`src/rtl/add_accumulator.sv`:
```
// add_accumulator: streams a programmed count of operands through a SIZE-bit adder, reporting sum and sticky flags.
// Optional clamping on signed overflow when ADD_ACC_SAT_EN is defined.
module add_accumulator #(
    parameter int SIZE  = 32,
    parameter int CNT_W = 8
) (
    input  logic             clk,
    input  logic             rst,
    input  logic             start,
    input  logic [CNT_W-1:0] len,
    input  logic             in_valid,
    output logic             in_ready,
    input  logic [SIZE-1:0]  in_data,
    input  logic             in_sub,
    output logic             out_valid,
    input  logic             out_ready,
    output logic [SIZE-1:0]  out_sum,
    output logic             out_carry,
    output logic             out_overflow,
    output logic             busy
);
    typedef enum logic [1:0] {IDLE, ACC, DONE} state_t;
    state_t           state_q;
    logic [SIZE-1:0]  acc_q, acc_d, op, s;
    logic [CNT_W-1:0] cnt_q;
    logic             carry_q, ovf_q, c, ovf;
    assign op = in_sub ? ~in_data : in_data;
    assign {c, s} = {1'b0, acc_q} + {1'b0, op} + {{SIZE{1'b0}}, in_sub};
    assign ovf = (acc_q[SIZE-1] == op[SIZE-1]) & (s[SIZE-1] != acc_q[SIZE-1]);
`ifdef ADD_ACC_SAT_EN
    // overflow direction follows the sign of the accumulator before the beat
    assign acc_d = ovf ? {acc_q[SIZE-1], {(SIZE-1){~acc_q[SIZE-1]}}} : s;
`else
    assign acc_d = s;
`endif
    assign in_ready     = state_q == ACC;
    assign out_valid    = state_q == DONE;
    assign busy         = state_q != IDLE;
    assign out_sum      = acc_q;
    assign out_carry    = carry_q;
    assign out_overflow = ovf_q;
    always_ff @(posedge clk or posedge rst) begin
        if (rst) begin
            state_q <= IDLE;
            acc_q   <= '0;
            cnt_q   <= '0;
            carry_q <= 1'b0;
            ovf_q   <= 1'b0;
        end else begin
            case (state_q)
                IDLE: if (start) begin
                    acc_q   <= '0;
                    carry_q <= 1'b0;
                    ovf_q   <= 1'b0;
                    cnt_q   <= len;
                    state_q <= (len != '0) ? ACC : DONE;
                end
                ACC: if (in_valid) begin
                    acc_q   <= acc_d;
                    carry_q <= carry_q | c;
                    ovf_q   <= ovf_q | ovf;
                    cnt_q   <= cnt_q - 1'b1;
                    state_q <= (cnt_q == CNT_W'(1)) ? DONE : ACC;
                end
                DONE: if (out_ready) state_q <= IDLE;
                default: state_q <= IDLE;
            endcase
        end
    end
endmodule

```
`config.mk`:
```
export PLATFORM = sky130hd
export DESIGN_NAME = add_accumulator
export DESIGN_NICKNAME = d
export VERILOG_FILES = /design/src/rtl/add_accumulator.sv
export SDC_FILE = /design/constraint.sdc
export NUM_CORES = 1
export LEC_CHECK = 0
export ABC_AREA = 1
export ABC_CLOCK_PERIOD_IN_PS = 3450
export BUFFER_PORTS_ARGS = -buffer_cell sky130_fd_sc_hd__buf_4
export CAP_MARGIN = 20
export CORE_MARGIN = 10
export CORE_UTILIZATION = 61
export CTS_CLUSTER_SIZE = 16
export DETAILED_ROUTE_END_ITERATION = 8
export PLACE_DENSITY = 0.84
export SYNTH_ARGS = -nofsm -noshare
export SYNTH_HDL_FRONTEND = slang
export SYNTH_SLANG_ARGS = --single-unit
export TNS_END_PERCENT = 10
```
`constraint.sdc`:
```
create_clock -name clk -period 3.45 [get_ports clk]
set_input_delay 0.69 -clock clk [delete_from_list [all_inputs] [get_ports clk]]
set_output_delay 0.69 -clock clk [all_outputs]
set_load 0.01 [all_outputs]
```
==> flow_summary.ini <==
[global_routing]
grt_pass1_vias = 4737
antenna_found_initial = 0
grt_overflow_total = 0
grt_max_degree = 33
grt_pass1_wl_um = 22180
grt_usage = 0.2409

[synthesis]
netlist_instances = 645
synth.distinct_cells = 48
syn-num-nets = 725
synth_edf_count = 0
syn_area_per_cell_um2 = 6.735
synth-async-reset-ratio = 1.000
seq_area_frac_synth = 0.2535
synth_flop_cell = dfrtp_1
yosys_warnings = 0
synth_area_um2 = 4344
yosys-top-cells-area = dfrtp_1, nand2_1, ha_1
synth-seq-cells = 44
yosys.area.top_type_share = 0.2535
synth_top_area_cell = dfrtp_1

[placement]
dpl.hpwl_um = 10580
placed_area_um2 = 5039
place_congestion = 1.014
dp_worst_setup_slack_ps = 448.6
port_buffers = 82

[worst_setup_path]
endpoint_kind = register
arrival_ps = 3010
worstPathMaxFanout = 22
r2r_end = cnt_q[6]$_DFFE_PP0P_
ff2ff_path_depth = 12
start_kind = register
reg2reg_slack_ps = 700
crit_type = register to register
rr_startpoint = state_q[0]$_DFFE_PP0P_
critPathRequiredTime_ps = 3710

[clocking]
cts_tree = yes
ctsResizeCount = 0
numClockSinks = 44
worstSkewPairLatency_ps = 310
path_clk_slew_ps = 100
root_buffer = clkbuf_8
clockBufferDepth = 2
post_cts_buffers = 0
hold_buffers = 0
h-tree-depth = 2
cts_buffers = 5

[finish]
diodes = 0
seq_area_um2 = 1101
stdcell_area_um2 = 5134
area_growth_pct = 18.17
multi_input_area_um2 = 2898
nets = 805
n_fill_cell = 554
drive_gt1_frac = 0.2011

[job]
cap_violations = 0

[die]
die_w_um = 104.4
rows = 30
fp.coreArea_um2 = 6869
initial_core_util = 0.6324
io_pins = 83
fp.dieArea_um2 = 10900
die_h_um = 104.4

[sta]
post-route-period-util = 0.7961
tightest_slew_ps = 593.1
rsz0062_at_grt = false
timing.setup.tns_ps = 0
relSlewSlack = 0.6036
skew_ps = 6.425
setup_slack_ps = 703.5
final_max_slew_viol_count = 0
fmaxAchievable_mhz = 364.1
fin_crit_ps = 2747
hold_violations = 0
finalSetupViolCount = 0

[power_and_ir_drop]
p_leak_uw = 0.002681
vdd_drop_max_mv = 0.5417
p_per_area_nw_per_um2 = 792.2

[min_path]
hold_class = primary input to async pin

[status]
status = completed

[route]
finalWirelength_um = 13470
drt_iter0_markers = 287
drc = 0
drtPass1Iterations = 5
vias = 4748
antenna_left = 0
viasPerCell = 5.776
wl_per_cell_um = 16.39
[registers in the layout (all words and copies together), names as in the netlist]
signal,cells
out_carry,1
out_overflow,1
state_q,2
out_sum,32
cnt_q,8
[worst max path at each step]
stage,start,to,depth (start not counted),slack (ps)
2_1_floorplan,in_sub,out_sum[28]$_DFFE_PP0P_,13,960
3_3_place_gp,in_sub,out_sum[27]$_DFFE_PP0P_,14,520
3_5_place_dp,in_sub,out_overflow$_DFFE_PP0P_,13,450
4_1_cts,in_sub,out_overflow$_DFFE_PP0P_,13,770
5_1_grt,state_q[0]$_DFFE_PP0P_,cnt_q[6]$_DFFE_PP0P_,12,520
6_report,state_q[0]$_DFFE_PP0P_,cnt_q[6]$_DFFE_PP0P_,12,700
[stage by stage]
| step | util | std cells | hold slack, ps | total power (µW) |
|---|---|---|---|---|
| 2_1_floorplan | - | 645 | 445.1 | 2783 |
| 4_1_cts | 0.7474 | 822 | 342.0 | 4025 |
| 3_3_place_gp | 0.7335 | 814 | 457.3 | 3548 |
| 5_1_grt | 0.7474 | 822 | 350.6 | 4428 |
| 6_report | 0.7474 | 822 | 335.9 | 4067 |
| 3_5_place_dp | 0.7335 | 814 | 462.8 | 3639 |
[kinds of logic (layout without fill, tap and decap cells)]
family	after synthesis	in the layout	share of synthesized area
and+or+nand+nor	316	316	0.3214
AOI/OAI and AO/OA	133	133	0.1794
buffers and inverters	85	166	0.07949
DFF	44	44	0.2535
adders and majority gates	34	34	0.09966
xor gates and xnor gates	33	33	0.06653
[routing by layer]
layer / vias up / GRT usage / routed length, µm
met4: 0 / 0.09841 / 400
met1: 2215 / 0.2858 / 5699
met3: 43 / 0.03717 / 793
met2: 212 / 0.4203 / 6576
li1: 2278 / - / -
met5: - / 0 / 0
[cells in the final DEF, fill, tap and decap left out, drive strengths merged, types with 3 or more instances in the layout]
cell,count
nand2,192
buf,87
inv,71
nor2,71
a21oi,54
o21ai,49
dfrtp,44
ha,33
xor2,32
nand3,29
nor3,14
o21bai,5
clkbuf,5
o211ai,5
a21o,4
nand4,4
o22ai,4
o21a,3
nand3b,3
clkinv,3
[layout make-up]
type                            instances  area share
Clock buffer                            5     0.01340
Clock inverter                          3    0.005118
Inverter                               71     0.05191
Multi-Input combinational cell        516      0.5645
Sequential cell                        44      0.2145
Tap cell                               96     0.02340
Timing Repair Buffer                   87      0.1272
[report_power, final]
group	internal [µW]	leakage, µW	switching, µW
Combinational	1000	0.00207	1770
Clock	150	0.0000491	228
Sequential	728	0.000564	187
[critical path, cell delays in order (launching register included)]
cell and delay [ps]:
dfrtp_1 440, inv_1 70, nor2_1 110, buf_4 200, nand2_1 380, inv_2 540, nor2_2 80, buf_4 220
inv_1 270, o21ai_0 150, a21oi_1 140, a21oi_1 50, inv_1 60
[synth_stat cells, drive strengths merged, types with 3 or more instances]
cell,instances
nand2,192
nor2,71
inv,70
a21oi,54
o21ai,49
dfrtp,44
ha,33
xor2,32
nand3,29
nor3,14
buf,12
o211ai,5
o21bai,5
a21o,4
nand4,4
o22ai,4
nand3b,3
o21a,3
No activity file was read; power rests on OpenSTA's default activity.
